## config.mk

```make
export PLATFORM = sky130hd
export DESIGN_NAME = ctrl_pipe
export DESIGN_NICKNAME = d
export VERILOG_FILES = /design/src/rtl/ctrl_pipe.sv
export SDC_FILE = /design/constraint.sdc
export NUM_CORES = 1
export LEC_CHECK = 0
export BUFFER_PORTS_ARGS = -buffer_cell sky130_fd_sc_hd__buf_4
export CAP_MARGIN = 30
export CORE_ASPECT_RATIO = 0.8
export CORE_MARGIN = 2
export CORE_UTILIZATION = 40
export CTS_CLUSTER_DIAMETER = 60
export DETAILED_ROUTE_END_ITERATION = 10
export MAX_ROUTING_LAYER = met4
export PLACE_DENSITY = 0.87
export SLEW_MARGIN = 20
export SYNTH_ARGS = -nofsm -noshare
export SYNTH_HDL_FRONTEND = slang
export SYNTH_SLANG_ARGS = --single-unit
```

## constraint.sdc

```tcl
create_clock -name clk -period 2.15 [get_ports clk]
set_input_delay 0.43 -clock clk [delete_from_list [all_inputs] [get_ports clk]]
set_output_delay 0.43 -clock clk [all_outputs]
set_load 0.02 [all_outputs]
```

## src/rtl/ctrl_pipe.sv

```systemverilog
// ctrl_pipe: carries decoded control through the EX/MEM/WB registers, inserts bubbles on stall/flush,
// and reports load-use hazards back to the decoder. Optional counters under `CTRL_PIPE_STATS_EN`.
module ctrl_pipe #(
  parameter int RW     = 5,
  parameter int ALUC_W = 4
) (
  input  logic              clk,
  input  logic              resetn,
  input  logic              d_valid,
  input  logic              d_wreg,
  input  logic              d_mem2reg,
  input  logic              d_wmem,
  input  logic [ALUC_W-1:0] d_aluc,
  input  logic              d_aluimm,
  input  logic              d_shift,
  input  logic              d_jal,
  input  logic [RW-1:0]     d_rn,
  input  logic [RW-1:0]     d_rs,
  input  logic [RW-1:0]     d_rt,
  input  logic              d_use_rs,
  input  logic              d_use_rt,
  input  logic              stall,
  input  logic              flush,
  output logic              e_wreg,
  output logic              e_m2reg,
  output logic              e_wmem,
  output logic              e_aluimm,
  output logic              e_shift,
  output logic              e_jal,
  output logic [ALUC_W-1:0] e_aluc,
  output logic [RW-1:0]     e_rn,
  output logic              m_wreg,
  output logic              m_m2reg,
  output logic              m_wmem,
  output logic [RW-1:0]     m_rn,
  output logic              w_wreg,
  output logic              w_m2reg,
  output logic [RW-1:0]     w_rn,
  output logic              e_valid,
  output logic              m_valid,
  output logic              w_valid,
  output logic              load_use
`ifdef CTRL_PIPE_STATS_EN
  ,
  output logic [31:0]       bubble_cnt,
  output logic [31:0]       retire_cnt
`endif
);

  logic bubble;
  assign bubble = stall | flush;

  // NOTE: sequential state uses non-blocking assignments so every stage samples the
  // previous-cycle value of the stage before it, regardless of statement order.
  always_ff @(posedge clk) begin
    if (!resetn) begin
      e_valid  <= 1'b0;
      e_wreg   <= 1'b0;
      e_m2reg  <= 1'b0;
      e_wmem   <= 1'b0;
      e_aluimm <= 1'b0;
      e_shift  <= 1'b0;
      e_jal    <= 1'b0;
      e_aluc   <= '0;
      e_rn     <= '0;
      m_valid  <= 1'b0;
      m_wreg   <= 1'b0;
      m_m2reg  <= 1'b0;
      m_wmem   <= 1'b0;
      m_rn     <= '0;
      w_valid  <= 1'b0;
      w_wreg   <= 1'b0;
      w_m2reg  <= 1'b0;
      w_rn     <= '0;
    end else begin
      if (bubble) begin
        e_valid  <= 1'b0;
        e_wreg   <= 1'b0;
        e_m2reg  <= 1'b0;
        e_wmem   <= 1'b0;
        e_aluimm <= 1'b0;
        e_shift  <= 1'b0;
        e_jal    <= 1'b0;
        e_aluc   <= '0;
        e_rn     <= '0;
      end else begin
        // Writes to r0 and side effects of non-instructions are killed at capture.
        e_valid  <= d_valid;
        e_wreg   <= d_wreg & d_valid & (d_rn != '0);
        e_m2reg  <= d_mem2reg;
        e_wmem   <= d_wmem & d_valid;
        e_aluimm <= d_aluimm;
        e_shift  <= d_shift;
        e_jal    <= d_jal;
        e_aluc   <= d_aluc;
        e_rn     <= d_rn;
      end
      m_valid <= e_valid;
      m_wreg  <= e_wreg;
      m_m2reg <= e_m2reg;
      m_wmem  <= e_wmem;
      m_rn    <= e_rn;
      w_valid <= m_valid;
      w_wreg  <= m_wreg;
      w_m2reg <= m_m2reg;
      w_rn    <= m_rn;
    end
  end

  assign load_use = e_valid & e_m2reg & e_wreg &
                    ((d_use_rs & (d_rs == e_rn)) | (d_use_rt & (d_rt == e_rn)));

`ifdef CTRL_PIPE_STATS_EN
  always_ff @(posedge clk) begin
    if (!resetn) begin
      bubble_cnt <= '0;
      retire_cnt <= '0;
    end else begin
      if (bubble)  bubble_cnt <= bubble_cnt + 32'd1;
      if (w_valid) retire_cnt <= retire_cnt + 32'd1;
    end
  end
`endif

endmodule

```

### Word-level counts from Yosys, hierarchy flattened

Index checks and enable logic that the tools add are counted.
W data, S select, Z words.

* flip-flop bits (word level): 33
* latch bits: 0
* memory bits (writable): 0
* bits in read-only memories: 0
* bits of input ports: 32
* output and inout bits: 34
* logic and storage cells: 33
* memories: 0

* $add $sub $neg: 0
* multiply operators: 0
* div/mod/pow operators: 0
* magnitude comparators: 0
* equal/unequal tests: 2
* shifts and indexed selects: 0
* muxes and demuxes: 0
* bitwise logic cells: 11
* reduce and logical (&&, ||, !) cells: 2

Operators by type and width (number)
* $eq A5 B5 Y1: 2
* $and A1 B1 Y1: 8
* $reduce_bool A5 Y1: 1
* $or A1 B1 Y1: 2
* $reduce_or A2 Y1: 1
* $not A1 Y1: 1

### Logic depth before layout (Yosys ltp)

Gate-level depths: netlist (run 1).

* depth after elaboration: 4
* depth in mapped cells: 4

### Worst setup path after synthesis (run 1)

No wires, ideal clock.

* kind: register to output
* from: register e_rn[2]
* to: output load_use
* arrival time: 1.457 ns
* required time: 1.720 ns
* path slack: 0.263 ns
* stages on the path, launching flop included: 4
* cells stage by stage: dfxtp_1 xnor2_1 nand4_1 o41ai_1

* cells in the longest elaborated chain, start to end: 4
* elaborated cells on any way between the ends: 6

Ends and longest elaborated chain
* start, declared: RTL line 31 `output logic [RW-1:0] e_rn,`
* start signal, assigned: RTL line 96 `e_rn <= d_rn;`
* $eq A5 B5 Y1: RTL line 111 `((d_use_rs & (d_rs == e_rn)) | (d_use_rt & (d_rt == e_rn)));`
* $and A1 B1 Y1: RTL line 111
* $or A1 B1 Y1 (*): RTL line 111
* $and A1 B1 Y1 (*): RTL line 110 `assign load_use = e_valid & e_m2reg & e_wreg &`
* end, declared: RTL line 42 `output logic load_use`

Mark *: on every way between the ends. The rest lies on a longest branch, timed or not.

### Worst setup path after layout (run 1)

* from: register e_m2reg
* to: output load_use

* cells in the longest elaborated chain, start to end: 3

Ends and longest elaborated chain
* start, declared: RTL line 25 `output logic e_m2reg,`
* start signal, assigned: RTL line 90 `e_m2reg <= d_mem2reg;`
* $and A1 B1 Y1 (3 in series): RTL line 110

Every way passes these cells.

==> results of run 1 <==
## synth_stat cells
cell	count
and2_1	29
and2_2	2
and3_1	1
clkbuf_1	1
clkbuf_2	1
dfxtp_1	33
nand3_1	1
nand4_1	2
nor3b_4	1
o311a_1	1
o41ai_1	1
or3_1	1
or4_1	1
xnor2_1	6
xor2_1	4
## power by group through the flow
stage | logic, mW | registers, mW | clock network [mW]
finish | 0.108 | 0.628 | 0.383
detailed placement | 0.108 | 0.644 | 0
floorplan | 0.0242 | 0.657 | 0
global route | 0.118 | 0.630 | 0.433
global placement | 0.104 | 0.644 | 0
CTS | 0.108 | 0.630 | 0.400
## sequential cells by signal, indices dropped and copies added, names as in the netlist
signal	cells
e_rn	5
m_rn	5
w_rn	5
e_aluc	4
e_aluimm	1
e_jal	1
e_m2reg	1
e_shift	1
e_valid	1
e_wmem	1
e_wreg	1
m_m2reg	1
m_valid	1
m_wmem	1
m_wreg	1
w_m2reg	1
w_valid	1
w_wreg	1
## path summary, 6_finish.rpt
path / cells after the start / endpoint / slack (ns) / start
worst max-delay path: 4 / load_use / 0.1 / e_m2reg$_SDFF_PP0_
worst min-delay path: 2 / e_jal$_SDFF_PP0_ / 0.29 / d_jal
worst max register to register: 1 / m_rn[0]$_SDFF_PN0_ / 1.52 / e_rn[0]$_SDFF_PP0_
worst min register to register: 1 / w_rn[0]$_SDFF_PN0_ / 0.47 / m_rn[0]$_SDFF_PN0_
## routing by layer
layer  share of wire  GRT usage
met1            0.39     0.1692
met2            0.50     0.2885
met3           0.087    0.08488
met4           0.027    0.09058
met5               0          -
## cells in the final DEF (no fill, tap or decap), drive strengths merged
cell,netlist,final
dfxtp,33,33
o41ai,1,1
clkbuf,2,7
and3,1,1
xor2,4,4
clkinv,0,1
nand4,2,2
and2,31,31
nor3b,1,1
nand3,1,1
or4,1,1
xnor2,6,6
buf,0,65
o311a,1,1
or3,1,1
## area by class of cell
cell class | count | area (µm²)
multi-input combinational | 50 | 366.6
clock buffer | 7 | 65.06
fill | 213 | 800.8
clock inverter | 1 | 5.005
timing repair buffer | 65 | 488.0
tap | 36 | 45.04
sequential | 33 | 671.9
## kinds of logic (layout without fill, tap and decap cells)
family | after synthesis | in the layout | synth area share
buf+inv | 2 | 73 | 0.008508
compound gates | 2 | 2 | 0.01825
xor+xnor | 10 | 10 | 0.08515
simple gates | 38 | 38 | 0.2457
flops | 33 | 33 | 0.6423
==> results summary, run 1 <==
Counting every net in the synthesized netlist gives about 120. The wire length reported by the detailed router is roughly 2.2 mm. The synthesized cell area came out at 1028 µm². Setup repair after global routing left no endpoint under its margin.

TritonCTS built the clock tree. After synthesis, the mean cell area works out to around 12 µm². The wire length of the first global-routing pass is between 3 and 4 mm.

The share of total power dissipated in the clock network is 0.342. The type of element capturing the critical path is a primary output. The CTS sink count is 33. With fillers left out, the area of the finished cells amounts to 1642 µm². The critical path goes through nand3_1 > or4_1 > o41ai_1 > buf_4. By area the synthesized netlist is led by dfxtp_1 64%, and2_1 18%, xnor2_1 5.1%. The number of hold-repair buffers added at the cts stage came out at 0.

In this run the number of H-tree levels came out at 2. The number of iterations in the first detailed-routing pass came out at 4. The cell area reported after detailed placement is between 1500 and 2000 µm². The count of routing violations after the opening detailed-route iteration is 9. 0 antenna diodes ended up in the layout. The die span in y is 49.36 µm. The remaining antenna violation count is 0. The final worst slack came out at 0.09892 ns. The instance count after placement with tap cells included is approximately 180. The proportion of synthesized chip area in sequential cells is 0.6423. The worst path buffer plus inverter count came out at 1. The clock insertion delay at the later pin of the skew report came out at ~0.33 ns. The total net switching power is around 0.24 mW. The final critical delay including setup and external delays is 2.051 ns. The final-report hold violation count came to 0. The achievable clock frequency came out at a little under 500 MHz.

Across the VDD grid, the largest voltage drop is 0.4727 mV. The starting utilization of the core area came out at 0.4211. The final core utilization is 0.6721. The actual slew at the worst max-slew pin is 0.4743 ns. The critical path data required time came out at approximately 1.7 ns. The number of top-level pins is 66.

The biggest area contributor in the post-synthesis netlist is dfxtp_1. The pin count of the biggest net entering global routing is 19. The internal portion of total power came out at 0.8761 mW. Clock-pin slew was measured on the worst setup and hold paths at around 0.09 ns. The number of remaining DRC errors is 0. Dividing the detail-routed via count by the number of cells gives 4.281. The final-report max-slew violation count came out at 0. The share of cells above drive strength 1 came out at 0.5256. The portion of total power attributed to sequential cells is 0.561.

The area inside the core boundary came out at between 2000 and 2500 µm². After routing, the total negative slack on setup checks comes to 0 ns. The total global-route track usage came out at 0.1764. The number of register bits inferred by synthesis came out at 33. The max capacitance violation total is 0. The largest fanout on the critical path is 3.

The worst setup slack after placement came out at between 0.2 and 0.3 ns. The critical path start-end classification is reg2out. The CTS buffer count is 5. CTS placed an instance of clkbuf_4 at the clock tree root. Gates resized during post-CTS repair numbered 0.

The remaining max-slew budget at the tightest pin came out at 0.6835. Setup violations remaining at the end of the flow were counted as 0. The initial antenna violation count is 0. Row generation in the floorplan step produced 16 rows.

STA classifies the critical path startpoint as a flip-flop. The post-route clock skew is approximately 0.0069 ns. The power density over cell area is 681.7 nW/µm². The synthesis-to-layout area growth came out at 59.61%. Yosys printed 0 warnings. The die area came out at 2995 µm². The top-area cell type share of the netlist area is 0.6423.

The class of the tightest hold or removal check is in2reg. The switching part of the total power is 0.2172. The final global-route overflow total is 0.

The tightest hold path in the finished design has a slack of 0.2948 ns. The clock tree buffer depth is 2. The slowest stage of the critical path belongs to the cell or4_1. Grouping stages by cell kind, the critical path spends the most delay in simple AND/OR/NAND/NOR gates. Summing over every cut layer, the via total after detailed routing is just over 800. In this design, the stage delay of the slowest critical-path cell is around 0.53 ns. The congestion estimate from routability-driven global placement came to between 0.7 and 0.8.

The synthesized instance count came out at 85. The final instance count without filler cells is between 150 and 200. The number of global-route vias before repair is 839. The standby leakage power came out at slightly below 0.8 nW. The average wire per cell in the routed design came out at between 10 and 15 µm.

The data arrival time of the worst path came out at approximately 1.6 ns. The final cycle utilization of the critical path is 0.9540. After the last flow step, the layout net total stands at 187. The flow ran to the end, and the final reports show no timing, DRC or antenna violations. Power comes to roughly 1.1 mW. The count of input and output buffers is 65. The setup fix buffers added after clock tree synthesis came out at 0. The proportion of power drawn by combinational gates is 0.096. The number of unique standard cell types used by synthesis came out at 15. In this run the horizontal extent of the chip is 60.69 µm.
No activity file was read; power rests on OpenSTA's default activity.
==> inputs of run 2 (changes only) <==
--- a/config.mk
+++ b/config.mk
@@ -14,6 +14,7 @@
 export DETAILED_ROUTE_END_ITERATION = 10
 export MAX_ROUTING_LAYER = met4
 export PLACE_DENSITY = 0.87
+export REMOVE_ABC_BUFFERS = 1
 export SLEW_MARGIN = 20
 export SYNTH_ARGS = -nofsm -noshare
 export SYNTH_HDL_FRONTEND = slang
==> constraint.sdc (replaced) <==
create_clock -name clk -period 2.15 [get_ports clk]
set_input_delay 0.43 -clock clk [delete_from_list [all_inputs] [get_ports clk]]
set_output_delay 0.43 -clock clk [all_outputs]
set_load 0.1 [all_outputs]
==> results summary, run 2 (synthesized netlist as in run 1, its figures left out) <==
The sort of element at the start of the critical path is a flip-flop (unchanged). The total global-route track usage is 0.1711 (was 0.1764). The type of element capturing the critical path is a primary output (unchanged). Outcome: finished clean (unchanged). The vias per cell came out at 4.275 (was 4.281). The standby leakage power came out at 0.7983 nW (was 0.7944 nW).

The global placer's final weighted congestion is 0.6426 (was 0.7521). The starting utilization of the core area is 0.4211 (unchanged). The pin count of the biggest net entering global routing is 19 (unchanged).

The worst-case hold slack is 0.2986 ns (was 0.2948 ns). The wire length of the first global-routing pass is 3.498 mm (was 3.581 mm). The count of input and output buffers came out at 65 (unchanged). The wire length reported by the detailed router is 2.346 mm (was 2.245 mm). The estimated wirelength of the detail-placed design came out at roughly 1.8 mm. The die area is 2995 µm² (unchanged). The CTS buffer count came to 5 (unchanged).

The final global-route overflow total is 0 (unchanged). The total vias in the final route came out at 825 (was 822). The final cycle utilization of the critical path is 0.9910 (was 0.9540).

The filler cell count in the final layout is 188 (was 213). The actual slew at the worst max-slew pin is 0.4324 ns (was 0.4743 ns). The total net switching power was 0.3165 mW (was 0.2430 mW). The number of iterations in the first detailed-routing pass is 4 (unchanged). The portion of total power attributed to sequential cells came to 0.557 (was 0.561). The final critical delay including setup and external delays is 2.131 ns (was 2.051 ns). The peak supply drop is 0.4181 mV (was 0.4727 mV). The remaining max-slew budget at the tightest pin came out at 0.7114 (was 0.6835). The critical path data required time is 1.72 ns (about the same). The class of the tightest hold or removal check is in2reg (unchanged). The initial antenna violation count came out at 0 (unchanged). The area inside the core boundary is 2442 µm² (unchanged).

The switching part of the total power came out at 0.2803 (was 0.2172). The final-report hold violation count came out at 0 (unchanged). The clock slew at the register clock pins of the worst setup and hold paths came out at 0.09 ns (about the same).

The final antenna diode count is 0 (unchanged). The max capacitance violation total came out at 0 (unchanged). The leading cell type in the layout, fill and taps excluded is buf_4 (unchanged). The die extent in x is 60.69 µm (unchanged). The clock insertion delay at the later pin of the skew report is 0.33 ns (about the same). The internal portion of total power came out at 0.8126 mW (was 0.8761 mW). The power density over cell area came out at 684.1 nW/µm² (was 681.7 nW/µm²).

The achievable clock frequency came to 469.4 MHz (was 487.5 MHz). The count of routing violations after the opening detailed-route iteration came to 13 (was 9). Unrepaired setup endpoints after global routing: true (was false). The post-route clock skew is 0.009867 ns (was 0.006882 ns). The number of global-route vias before repair is 792 (was 839).

The data arrival time of the worst path is 1.70 ns (was 1.62 ns). The number of remaining DRC errors is 0 (unchanged). The final-stage net count is 188 (was 187). The number of instances on the worst hold path was 2 (unchanged). The total non-filler cell area in the finished layout is 1650 µm² (was 1642 µm²). The synthesis-to-layout area growth was 60.46% (was 59.61%). The remaining antenna violation count came to 0 (unchanged). The largest fanout on the critical path is 3 (unchanged).

The CTS sink count came out at 33 (unchanged). The critical path start-end classification was reg2out (unchanged). Biggest regs: e_rn (5), m_rn (5), w_rn (5) (unchanged). The CTS tree was yes (unchanged). The worst reg2reg path depth came out at 2 (was 1). The share of cells above drive strength 1 came to 0.5541 (was 0.5256). The cell row count came out at 16 (unchanged). The number of failing setup endpoints in the final timing report is 0 (unchanged). The die span in y was 49.36 µm (unchanged). The root buffer cell is clkbuf_4 (unchanged). Leading cell types in the layout, fill and taps excluded: 65 x buf_4, 29 x and2_1, 25 x dfxtp_1 (was 65 x buf_4, 29 x and2_1, 28 x dfxtp_1). The cell area reported after detailed placement came out at 1553 µm² (unchanged).

The number of hold-repair buffers added at the cts stage came to 0 (unchanged). The final-report max-slew violation count is 0 (unchanged). The average wire per cell in the routed design came to 12.16 µm (was 11.69 µm). The clock tree buffer depth is 2 (unchanged).

The H-tree depth reported by CTS is 2 (unchanged). The proportion of power drawn by combinational gates is 0.159 (was 0.096). The clock network fraction of total power is 0.284 (was 0.342). The number of top-level pins came out at 66 (unchanged).
## run 2: metal layers
metal | track usage | part of all wire | vias to the layer above
met5 | - | 0 | -
met4 | 0.05797 | 0.015 | 0
met3 | 0.1088 | 0.10 | 6
met2 | 0.2796 | 0.51 | 46
met1 | 0.1614 | 0.37 | 357
li1 | - | - | 416
## run 2: worst paths after layout
check,from,to,slack (ns)
worst max register to register,e_rn[4]$_SDFF_PP0_,m_rn[4]$_SDFF_PN0_,1.43
worst min register to register,m_m2reg$_SDFF_PN0_,w_m2reg$_SDFF_PN0_,0.47
worst max-delay path,e_rn[4]$_SDFF_PP0_,load_use,0.02
worst min-delay path,d_mem2reg,e_m2reg$_SDFF_PP0_,0.30
## run 2: stage by stage
| step | std cells | TNS [ns] | power, mW | worst slack [ns] | utilization |
|---|---|---|---|---|---|
| 6_report | 193 | 0 | 1.129 | 0.01944 | 0.6757 |
| 5_1_grt | 193 | -0.07962 | 1.183 | -0.07962 | 0.6757 |
| 3_5_place_dp | 184 | 0 | 0.8216 | 0.08654 | 0.6358 |
| 3_3_place_gp | 184 | 0 | 0.8180 | 0.1258 | 0.6358 |
| 4_1_cts | 193 | 0 | 1.139 | 0.003600 | 0.6721 |
| 2_1_floorplan | 83 | -2.620 | 0.7489 | -2.620 | - |
## run 2: power by group through the flow
stage / logic [mW] / registers, mW / clock network [mW]
2_1_floorplan: 0.0222 / 0.727 / 0
3_3_place_gp: 0.174 / 0.643 / 0
3_5_place_dp: 0.177 / 0.644 / 0
4_1_cts: 0.179 / 0.629 / 0.331
5_1_grt: 0.188 / 0.630 / 0.365
6_report: 0.180 / 0.629 / 0.320
## run 2: what timing repair did
item	4_1_cts	5_1_grt
gates resized for setup	12	2
setup buffers	1	0
endpoints found under the setup margin	1	1
## run 2: area by class of cell
class | instances | area, µm² | share of cell area
Clock buffer | 6 | 41.29 | 0.02502
Timing Repair Buffer | 66 | 499.2 | 0.3025
Multi-Input combinational cell | 50 | 379.1 | 0.2297
Tap cell | 36 | 45.04 | 0.02729
Clock inverter | 2 | 10.01 | 0.006065
Sequential cell | 33 | 675.6 | 0.4094
## run 2: worst max-delay path: stages (launching register included)
cell     delay, ns
dfxtp_4       0.37
xnor2_2       0.13
nand4_1       0.09
or4_1         0.43
o41ai_2       0.08
buf_6         0.28
==> inputs of run 3 (changes only) <==
--- a/config.mk
+++ b/config.mk
@@ -9,11 +9,11 @@
 export CAP_MARGIN = 30
 export CORE_ASPECT_RATIO = 0.8
 export CORE_MARGIN = 2
-export CORE_UTILIZATION = 40
+export CORE_UTILIZATION = 43
 export CTS_CLUSTER_DIAMETER = 60
 export DETAILED_ROUTE_END_ITERATION = 10
 export MAX_ROUTING_LAYER = met4
-export PLACE_DENSITY = 0.87
+export PLACE_DENSITY = 0.92
 export REMOVE_ABC_BUFFERS = 1
 export SLEW_MARGIN = 20
 export SYNTH_ARGS = -nofsm -noshare
==> results summary, run 3 (synthesized netlist as in run 1, its figures left out) <==
The largest fanout on the critical path came out at 2 (was 3). The filler cell count in the final layout is 146 (was 188). The synthesis-to-layout area growth came to 62.65% (was 60.46%). The average wire per cell in the routed design is 12.49 µm (was 12.16 µm). The pin count of the biggest net entering global routing came out at 19 (unchanged). The die extent in x is 58.68 µm (was 60.69 µm).

The estimated wirelength of the detail-placed design came out at 1.851 mm (was 1.795 mm). The worst-case hold slack is 0.3085 ns (was 0.2986 ns). The total power draw is 1.144 mW (was 1.129 mW).

The initial antenna violation count came out at 0 (unchanged). Biggest regs: e_rn (5), m_rn (5), w_rn (5) (unchanged). The power density over cell area came out at 683.7 nW/µm² (was 684.1 nW/µm²). The achievable clock frequency came to 474.9 MHz (was 469.4 MHz).

The total non-filler cell area in the finished layout came out at 1673 µm² (was 1650 µm²). The standby leakage power is 0.8238 nW (was 0.7983 nW). The number of top-level pins came to 66 (unchanged). The detailed route wirelength on metal3 is 203 µm (was 235 µm).

The internal portion of total power came out at 0.8452 mW (was 0.8126 mW). The critical path start-end classification is reg2out (unchanged). Outcome: finished with violations (was finished clean). The proportion of power drawn by combinational gates is 0.162 (was 0.159). The share of cells above drive strength 1 is 0.5625 (was 0.5541).

The CTS tree is yes (unchanged). The cell area reported after detailed placement is 1539 µm² (was 1553 µm²). The portion of total power attributed to sequential cells is 0.549 (was 0.557). The final-report max-slew violation count is 0 (unchanged).

The die span in y is 47.74 µm (was 49.36 µm). The sort of element at the start of the critical path is a flip-flop (unchanged). The CTS sink count is 33 (unchanged). The final core utilization is 0.7554 (was 0.6757).

The total net switching power was 0.2986 mW (was 0.3165 mW). The critical path data required time is 1.72 ns (about the same). The cell row count is 15 (was 16). The number of hold-repair buffers added at the cts stage is 0 (unchanged). The final cycle utilization of the critical path came out at 0.9794 (was 0.9910). The die area came out at 2801 µm² (was 2995 µm²). The global placer's final weighted congestion is 0.6791 (was 0.6426). The checks that failed: design-rule violations. The class of the tightest hold or removal check is in2reg (unchanged). The final-stage net count is 192 (was 188). The type of element capturing the critical path was a primary output (unchanged). The wire length of the first global-routing pass came out at 3.408 mm (was 3.498 mm). The starting utilization of the core area is 0.4644 (was 0.4211). The clock network fraction of total power was 0.290 (was 0.284).

The final global-route overflow total came out at 0 (unchanged). The vias per cell is 4.681 (was 4.275). The clock tree buffer depth came out at 2 (unchanged). The sum of negative setup slack came out at 0 ns (unchanged). The remaining antenna violation count came out at 0 (unchanged). The root buffer cell is clkbuf_4 (unchanged). The total global-route track usage is 0.1868 (was 0.1711). The area inside the core boundary came to 2215 µm² (was 2442 µm²). The leading cell type in the layout, fill and taps excluded was buf_4 (unchanged). The number of failing setup endpoints in the final timing report is 0 (unchanged). The wire length reported by the detailed router came out at 2.310 mm (was 2.346 mm). The clock insertion delay at the later pin of the skew report came out at 0.31 ns (was 0.33 ns).

The final critical delay including setup and external delays was 2.106 ns (was 2.131 ns). Leading cell types in the layout, fill and taps excluded: 69 x buf_4, 29 x and2_1, 25 x dfxtp_1 (was 65 x buf_4, 29 x and2_1, 25 x dfxtp_1). Unrepaired setup endpoints after global routing: true (unchanged). The number of remaining DRC errors is 2 (was 0). The clock slew at the register clock pins of the worst setup and hold paths came out at 0.09 ns (about the same). The count of input and output buffers came out at 65 (unchanged). The post-route met1 wirelength came out at 736 µm (was 879 µm). The total vias in the final route is 866 (was 825).

Cell-by-cell trace of the critical path: nand3_1 > or4_1 > o41ai_2 > buf_6 (was xnor2_2 > nand4_1 > or4_1 > o41ai_2 > buf_6). The max capacitance violation total is 0 (unchanged). The post-route clock skew was 0.003869 ns (was 0.009867 ns). The final antenna diode count came out at 0 (unchanged).

The remaining max-slew budget at the tightest pin is 0.7070 (was 0.7114). The data arrival time of the worst path came out at 1.68 ns (was 1.70 ns). The actual slew at the worst max-slew pin came out at 0.4391 ns (was 0.4324 ns). The largest stage delay on the critical path came out at 0.55 ns (was 0.43 ns).

The CTS buffer count came to 5 (unchanged). The peak supply drop came out at 0.6357 mV (was 0.4181 mV). The switching part of the total power is 0.2611 (was 0.2803). The number of iterations in the first detailed-routing pass came to 6 (was 4). The standard cell with the maximum stage delay on the critical path is or4_1 (unchanged). The top routing layer in use is met4 (unchanged).

The count of routing violations after the opening detailed-route iteration came out at 4 (was 13). The H-tree depth reported by CTS came out at 2 (unchanged). The number of global-route vias before repair is 875 (was 792). The final-report hold violation count is 0 (unchanged).

The total met2 wirelength after detailed routing came out at 1.286 mm (was 1.194 mm).
run 3: cell types whose count changed in the layout (fill, tap and decap cells not counted):
cell      delta
buf_4        +4
clkinv_2     -2
clkbuf_8     +1
nand3_1      +1
nand3_2      -1
xnor2_1      -1
xnor2_2      +1
run 3: per-stage QoR:
| stage | cells | setup slack (ns) |
|---|---|---|
| floorplan | 83 | -2.620 |
| global placement | 173 | 0.1186 |
| detailed placement | 173 | 0.1045 |
| CTS | 185 | 0.02238 |
| global route | 185 | -0.03732 |
| finish | 185 | 0.04424 |
run 3: layer usage:
layer / track usage / up-vias
li1: - / 419
met1: 0.1438 / 388
met2: 0.3640 / 47
met3: 0.06757 / 12
met4: 0.1455 / 0
met5: - / -
run 3: power by group through the flow:
stage	sequential (mW)	combinational (mW)	clock, mW
5_1_grt	0.629	0.193	0.369
6_report	0.628	0.185	0.332
2_1_floorplan	0.727	0.0222	0
3_3_place_gp	0.643	0.174	0
3_5_place_dp	0.644	0.178	0
4_1_cts	0.628	0.186	0.341
run 3: critical path, delay by kind of cell (launching register included):
kind	cells	cell delay [ns]
simple gates	2	0.67
flops	1	0.34
buf+inv	1	0.27
compound gates	1	0.07
run 3: final timing paths:
check	start	endpoint	slack (ns)	cells after the start
setup / recovery	e_wreg$_SDFF_PP0_	load_use	0.04	4
hold / removal	d_aluc[2]	e_aluc[2]$_SDFF_PP0_	0.31	2
setup reg to reg	e_rn[1]$_SDFF_PP0_	m_rn[1]$_SDFF_PN0_	1.40	2
hold reg to reg	m_rn[2]$_SDFF_PN0_	w_rn[2]$_SDFF_PN0_	0.47	1
run 3: area by class of cell:
| class | instances | area, µm² | share of cell area |
|---|---|---|---|
| Sequential cell | 33 | 675.6 | 0.4039 |
| Tap cell | 25 | 31.28 | 0.01870 |
| Timing Repair Buffer | 70 | 529.3 | 0.3164 |
| Multi-Input combinational cell | 50 | 381.6 | 0.2281 |
| Clock buffer | 7 | 55.05 | 0.03291 |
run 3: repair_timing:
item,4_1_cts,5_1_grt
setup buffers,5,0
setup endpoints to repair,1,1
gates resized for setup,14,0
